### src/rtl/replay_seq_ctrl.sv
`default_nettype none
// ============================================================================
//  Module      : replay_seq_ctrl
//  Description : DLL replay-buffer sequencer. Assigns sequence numbers, handles
//                ACK/NAK DLLPs and the replay timer, and re-issues unacked TLPs.
//                Optional statistics counters are enabled by REPLAY_STATS_EN.
//  Revision    : 1.0  initial release
// ============================================================================
module replay_seq_ctrl #(
   parameter int SEQ_W      = 12,
   parameter int DEPTH      = 16,
   parameter int TIMER_W    = 16,
   parameter int TIMEOUT    = 1000,
   parameter int MAX_REPLAY = 3,
   localparam int IDX_W     = $clog2(DEPTH)
) (
   input  logic             clk,
   input  logic             rst,
   input  logic             tlp_valid,
   output logic             tlp_ready,
   output logic [SEQ_W-1:0] tlp_seq,
   input  logic             busy_n,
   output logic             buf_wr,
   output logic [IDX_W-1:0] buf_wr_idx,
   output logic             buf_rd,
   output logic [IDX_W-1:0] buf_rd_idx,
   output logic [SEQ_W-1:0] replay_seq,
   input  logic [1:0]       ack_nack,
   input  logic [SEQ_W-1:0] ack_seq,
   input  logic             retrain_done,
   output logic             replay_active,
   output logic             retrain_req,
   output logic             dllp_err
`ifdef REPLAY_STATS_EN
   ,
   output logic [15:0]      nak_cnt,
   output logic [15:0]      timeout_cnt,
   output logic [15:0]      replay_cnt
`endif
);

   localparam int RN_W = $clog2(MAX_REPLAY + 2);

   localparam logic [1:0] ST_NORMAL  = 2'd0;
   localparam logic [1:0] ST_REPLAY  = 2'd1;
   localparam logic [1:0] ST_RETRAIN = 2'd2;

   localparam logic [SEQ_W-1:0]   SEQ_ONE   = SEQ_W'(1);
   localparam logic [SEQ_W-1:0]   DEPTH_S   = SEQ_W'(DEPTH);
   localparam logic [TIMER_W-1:0] TIMER_ONE = TIMER_W'(1);
   localparam logic [TIMER_W-1:0] TMO_LAST  = TIMER_W'(TIMEOUT - 1);
   localparam logic [RN_W-1:0]    RN_ONE    = RN_W'(1);
   localparam logic [RN_W-1:0]    RN_MAX    = RN_W'(MAX_REPLAY);

   logic [SEQ_W-1:0]   nts_q, nts_d;
   logic [SEQ_W-1:0]   as_q, as_d;
   logic [SEQ_W-1:0]   rp_q, rp_d;
   logic [TIMER_W-1:0] timer_q, timer_d;
   logic [RN_W-1:0]    replay_num_q, replay_num_d;
   logic [1:0]         state_q, state_d;
   logic               retrain_req_q, retrain_req_d;
   logic               dllp_err_q, dllp_err_d;

   logic [SEQ_W-1:0]   w_out;
   logic [SEQ_W-1:0]   w_out_new;
   logic [SEQ_W-1:0]   w_dist;
   logic [SEQ_W-1:0]   w_rp_adv;
   logic [RN_W-1:0]    w_rn_base;
   logic               w_accept;
   logic               w_is_ack;
   logic               w_is_nak;
   logic               w_is_dllp;
   logic               w_dup;
   logic               w_upd;
   logic               w_nak_seen;
   logic               w_timeout;
   logic               w_trigger;
   logic               w_rd_fire;
   logic               w_rd_last;

   // Outstanding count: AS is the last acked sequence, so the window is (AS, NTS).
   assign w_out      = nts_q - as_q - SEQ_ONE;

   assign tlp_ready  = (state_q == ST_NORMAL) & busy_n & (w_out < DEPTH_S);
   assign w_accept   = tlp_valid & tlp_ready;
   assign buf_wr     = w_accept;
   assign buf_wr_idx = nts_q[IDX_W-1:0];
   assign tlp_seq    = nts_q;

   assign w_is_ack   = (ack_nack == 2'b01);
   assign w_is_nak   = (ack_nack == 2'b10);
   assign w_is_dllp  = w_is_ack | w_is_nak;
   assign w_dist     = ack_seq - as_q;
   assign w_dup      = w_is_dllp & (w_dist == '0);
   assign w_upd      = w_is_dllp & (w_dist != '0) & (w_dist <= w_out);
   assign w_nak_seen = w_is_nak & (w_upd | w_dup);
   assign dllp_err_d = w_is_dllp & (w_dist != '0) & (w_dist > w_out);

   assign nts_d      = w_accept ? (nts_q + SEQ_ONE) : nts_q;
   assign as_d       = w_upd ? ack_seq : as_q;
   assign w_out_new  = nts_d - as_d - SEQ_ONE;

   assign w_rd_fire  = (state_q == ST_REPLAY) & busy_n;
   assign w_rd_last  = w_rd_fire & (rp_q == (nts_q - SEQ_ONE));
   assign buf_rd     = w_rd_fire;
   assign buf_rd_idx = rp_q[IDX_W-1:0];
   assign replay_seq = rp_q;

   assign w_timeout  = (state_q == ST_NORMAL) & (timer_q == TMO_LAST) & (w_out != '0);

   // A valid ACK in the timeout cycle suppresses the replay.
   assign w_trigger  = (state_q == ST_NORMAL) & (w_out_new != '0) &
                       (w_nak_seen | (w_timeout & ~(w_is_ack & w_upd)));

   assign w_rn_base  = w_upd ? '0 : replay_num_q;
   assign w_rp_adv   = w_rd_fire ? (rp_q + SEQ_ONE) : rp_q;

   always_comb begin
      state_d       = state_q;
      rp_d          = w_rp_adv;
      replay_num_d  = w_rn_base;
      retrain_req_d = 1'b0;
      timer_d       = '0;
      case (state_q)
         ST_NORMAL: begin
            if (w_trigger) begin
               if (w_rn_base == RN_MAX) begin
                  replay_num_d  = '0;
                  retrain_req_d = 1'b1;
                  state_d       = ST_RETRAIN;
               end else begin
                  replay_num_d  = w_rn_base + RN_ONE;
                  state_d       = ST_REPLAY;
                  rp_d          = as_d + SEQ_ONE;
               end
            end else if ((w_out_new != '0) && !w_upd) begin
               timer_d = timer_q + TIMER_ONE;
            end
         end
         ST_REPLAY: begin
            // An ACK that reaches the replay pointer skips the already-acked slots.
            if (w_upd && (w_dist >= (w_rp_adv - as_q))) begin
               rp_d = as_d + SEQ_ONE;
            end
            if ((w_out_new == '0) || w_rd_last) begin
               state_d = ST_NORMAL;
            end
         end
         ST_RETRAIN: begin
            if (retrain_done) begin
               if (w_out_new == '0) begin
                  state_d = ST_NORMAL;
               end else begin
                  state_d = ST_REPLAY;
                  rp_d    = as_d + SEQ_ONE;
               end
            end
         end
         default: begin
            state_d = ST_NORMAL;
         end
      endcase
   end

   always_ff @(posedge clk) begin
      if (rst) begin
         nts_q         <= '0;
         as_q          <= '1;
         rp_q          <= '0;
         timer_q       <= '0;
         replay_num_q  <= '0;
         state_q       <= ST_NORMAL;
         retrain_req_q <= 1'b0;
         dllp_err_q    <= 1'b0;
      end else begin
         nts_q         <= nts_d;
         as_q          <= as_d;
         rp_q          <= rp_d;
         timer_q       <= timer_d;
         replay_num_q  <= replay_num_d;
         state_q       <= state_d;
         retrain_req_q <= retrain_req_d;
         dllp_err_q    <= dllp_err_d;
      end
   end

   assign replay_active = (state_q != ST_NORMAL);
   assign retrain_req   = retrain_req_q;
   assign dllp_err      = dllp_err_q;

`ifdef REPLAY_STATS_EN
   logic [15:0] nak_cnt_q, nak_cnt_d;
   logic [15:0] timeout_cnt_q, timeout_cnt_d;
   logic [15:0] replay_cnt_q, replay_cnt_d;
   logic        w_enter_replay;

   assign w_enter_replay = (state_d == ST_REPLAY) & (state_q != ST_REPLAY);

   always_comb begin
      nak_cnt_d     = nak_cnt_q;
      timeout_cnt_d = timeout_cnt_q;
      replay_cnt_d  = replay_cnt_q;
      if (w_nak_seen && (nak_cnt_q != 16'hFFFF)) begin
         nak_cnt_d = nak_cnt_q + 16'd1;
      end
      if (w_timeout && (timeout_cnt_q != 16'hFFFF)) begin
         timeout_cnt_d = timeout_cnt_q + 16'd1;
      end
      if (w_enter_replay && (replay_cnt_q != 16'hFFFF)) begin
         replay_cnt_d = replay_cnt_q + 16'd1;
      end
   end

   always_ff @(posedge clk) begin
      if (rst) begin
         nak_cnt_q     <= '0;
         timeout_cnt_q <= '0;
         replay_cnt_q  <= '0;
      end else begin
         nak_cnt_q     <= nak_cnt_d;
         timeout_cnt_q <= timeout_cnt_d;
         replay_cnt_q  <= replay_cnt_d;
      end
   end

   assign nak_cnt     = nak_cnt_q;
   assign timeout_cnt = timeout_cnt_q;
   assign replay_cnt  = replay_cnt_q;
`endif

endmodule
`default_nettype wire

### config.mk
export PLATFORM = sky130hd
export DESIGN_NAME = replay_seq_ctrl
export DESIGN_NICKNAME = d
export VERILOG_FILES = /design/src/rtl/replay_seq_ctrl.sv
export SDC_FILE = /design/constraint.sdc
export NUM_CORES = 1
export LEC_CHECK = 0
export BUFFER_PORTS_ARGS = -buffer_cell sky130_fd_sc_hd__buf_2
export CORE_MARGIN = 3
export CORE_UTILIZATION = 45
export CTS_CLUSTER_DIAMETER = 60
export DETAILED_ROUTE_END_ITERATION = 10
export HOLD_SLACK_MARGIN = 0.15
export SETUP_SLACK_MARGIN = 0.15
export SLEW_MARGIN = 30
export SYNTH_ARGS = -nofsm -noshare
export SYNTH_HDL_FRONTEND = slang
export SYNTH_SLANG_ARGS = --single-unit
### constraint.sdc
create_clock -name clk -period 19.8 [get_ports clk]
set_input_delay 3.96 -clock clk [delete_from_list [all_inputs] [get_ports clk]]
set_output_delay 3.96 -clock clk [all_outputs]
set_load 0.005 [all_outputs]
==> impl_metrics.tcl <==
set metrics [dict create \
    die_y_um 124 \
    worstHoldPathType "reg -> reg" \
    wl_per_cell_um 19.1 \
    drtAntennaViolNets 0 \
    port_buffers 56 \
    core_area_um2 13400 \
    antenna_found_initial 1 \
    cts_sinks 59 \
    synth_fa_ha_area_frac 0.162 \
    period_minus_slack_ns 11.02 \
    tns_ns 0 \
    synth_top_family_by_area "simple AND/OR/NAND/NOR gates" \
    clockRootBuffer "clkbuf_16" \
    fin_skew_ns 0.00700 \
    drv_cap 0 \
    synth_top_area_share 0.189 \
    core.rowCount 42 \
    ys_seq_elements 59 \
    critPathLaunchType "input port" \
    hold_ws_ns 0.454 \
    syn_inst 791 \
    yosys_warnings 0 \
    worst_pin_slew_ns 0.931 \
    p_per_area_nw_per_um2 162 \
    fp.dieArea_um2 15300 \
    synthMuxAreaShare 0.0264 \
    cts_tree "yes" \
    rsz0062_at_grt "false" \
    insertedDiodeCount 0 \
    setup.worst_path.class "in -> reg" \
    arrival_ns 11.28 \
    clkPwrFrac 0.152 \
    grt_max_degree 44 \
    nFillCells 1328 \
    dpl_cell_area_um2 6610 \
    critical_path.max_fanout 43 \
    synth_commonest_cells "ha_1 (74), nor2_1 (69), xnor2_1 (61), dfxtp_1 (59), nand2_1 (55)" \
    netlist_top_cells_area "dfxtp_1 (19%), ha_1 (15%), xnor2_1 (8.5%)" \
    p_int_uw 570 \
    cpPeakStageDelay_ns 0.53 \
    clock_latency_ns 0.34 \
    htree_levels 3 \
    max-slew-margin-rel 0.379 \
    drt_pre_antenna_iters 5 \
    drv_slew 0 \
    io_pins 57 \
    fmax_mhz 90.7 \
    cp_num_buf_inv 2 \
    leakage_uw 0.00315 \
    grt_overflow 0 \
    grt_use_total 0.254 \
    p_comb_frac 0.696 \
    fin_area_um2 6930 \
    hpwl_um 15400 \
    fin_util 0.517 \
    end_kind "flop" \
    grt_pass1_wl_um 29600 \
    final.period_utilization 0.557 \
    p_sw_uw 551 \
    drt_iter0_drc 465 \
    routed_wl_um 19300 \
    cts_setup_buffers 0 \
    outcome "completed" \
    ctsHoldBuffers 0 \
    async_reset_ff_frac 0 \
    p_sw_frac 0.491 \
    crit_slowest_cell "a211oi_4" \
    required_ns 20.06 \
    synth_seq_area_share 0.189 \
    grt_pass1_vias 5697 \
    vias 5970 \
    layout-drive-gt1-share 0.113 \
    synth_compound_area_frac 0.191 \
    post_cts_resized 0 \
    nets 925 \
    synth.net_count 888 \
    area_growth_pct 10.9 \
    syn_avg_cell_area_um2 7.90 \
    synth-main-ff-cell "dfxtp_1" \
    synth_most_common_cell "ha_1" \
    synthSimpleGateAreaFrac 0.238 \
    ir_drop_v 0.0000592 \
    synth_edf_count 0 \
    synth.distinct_cells 72 \
    synth_area_leader_cell "dfxtp_1" \
    place.gp.congestion 0.921 \
    path_delay_family "compound AO/OA/AOI/OAI gates" \
    cts_inserted_buffers 9 \
    clockBufferDepth 2 \
    routed_via_density 5.92 \
    cts.reportedPaths.clkPinSlew_ns 0.05 \
    synth-xor-area-share 0.140 \
    setup_viol 0 \
    drc 0 \
    syn-cell-area_um2 6250 \
    pwr-share-seq 0.151 \
    hold_violations 0 \
    die_w_um 124 \
    initial_core_util 0.467 \
]
## routing by layer
metal  up-vias  share of wire  track usage  routed length, um
met5         -        0.00047            0                  9
met2       172           0.47        0.427               9140
met1      2856           0.45        0.336               8700
met4         2          0.025       0.0768                486
met3        32          0.049       0.0391                937
li1       2908              -            -                  -
## cells in the final DEF (no fill, tap or decap), types with 4 or more instances in the layout
master / count
o21ai_1: 8
nand2_1: 55
nor3_1: 26
and3_1: 15
and2_1: 17
clkbuf_16: 9
o21a_1: 6
o2111ai_1: 6
a21oi_1: 49
o21ai_0: 26
nor2b_1: 10
nor4_1: 9
o21bai_1: 5
nor2_1: 69
buf_2: 56
a31oi_1: 5
xor2_1: 36
nand2b_1: 7
or3_1: 7
ha_1: 74
fa_1: 4
or2_2: 4
mux2i_1: 14
nor4b_1: 4
a211o_1: 5
and4_1: 4
inv_1: 45
dfxtp_1: 59
nand3_1: 30
nand4_1: 17
o211ai_1: 8
a21o_1: 13
xnor2_1: 61
a211oi_1: 5
## per-stage QoR
| stage | instances | setup WS, ns | power (uW) |
|---|---|---|---|
| 3_3_place_gp | 993 | 8.90 | 919 |
| 3_5_place_dp | 993 | 8.68 | 940 |
| 6_report | 1009 | 8.78 | 1120 |
| 5_1_grt | 1009 | 8.25 | 1220 |
| 4_1_cts | 1009 | 8.92 | 1120 |
| 2_1_floorplan | 791 | 8.91 | 742 |
## worst paths after layout
path / from / to / slack (ns) / depth (start not counted)
worst max-delay path: ack_seq[7] / replay_seq[1]$_SDFF_PP0_ / 8.78 / 29
worst min-delay path: replay_num_q[2]$_SDFF_PP0_ / replay_num_q[2]$_SDFF_PP0_ / 0.45 / 2
worst max register to register: tlp_seq[0]$_SDFF_PP0_ / replay_seq[1]$_SDFF_PP0_ / 11.98 / 28
worst min register to register: replay_num_q[2]$_SDFF_PP0_ / replay_num_q[2]$_SDFF_PP0_ / 0.45 / 2
## area by class of cell
| class | instances | area (um2) | area share |
|---|---|---|---|
| multi-input combinational | 654 | 4740 | 0.683 |
| inverter | 46 | 173 | 0.0249 |
| timing repair buffer | 58 | 295 | 0.0426 |
| sequential | 59 | 1180 | 0.170 |
| clock inverter | 6 | 88.8 | 0.0128 |
| tap | 176 | 220 | 0.0318 |
| clock buffer | 10 | 239 | 0.0345 |
## sequential cells by signal, summed over array words and instances (netlist names)
| register | count |
|---|---|
| tlp_seq | 12 |
| timer_q | 16 |
| replay_seq | 12 |
| replay_num_q | 3 |
| state_q | 2 |
| dllp_err | 1 |
| retrain_req | 1 |
| as_q | 12 |
## power by group through the flow
stage | sequential, uW | clock, uW | combinational [uW]
4_1_cts | 169 | 174 | 774
6_report | 170 | 171 | 780
3_3_place_gp | 171 | 0 | 748
3_5_place_dp | 172 | 0 | 768
5_1_grt | 173 | 180 | 870
2_1_floorplan | 161 | 0 | 581
## logic make-up after synthesis
logic type,Yosys count
and+or+nand+nor,289
AOI/OAI and AO/OA,172
xor gates and xnor gates,98
adders and majority gates,79
buffers and inverters,78
DFF,59
muxes,16
## worst register-to-register path, delay by kind of cell (launching register included)
family | cells | cell delay [ns]
flip-flops | 1 | 0.45
AND/OR/NAND/NOR | 4 | 0.44
XOR/XNOR | 3 | 0.86
AO/OA/AOI/OAI | 16 | 4.09
buffers and inverters | 1 | 0.42
adder cells (fa/ha/maj) | 4 | 1.50
Note: power is estimated with default switching activity, not from simulation.
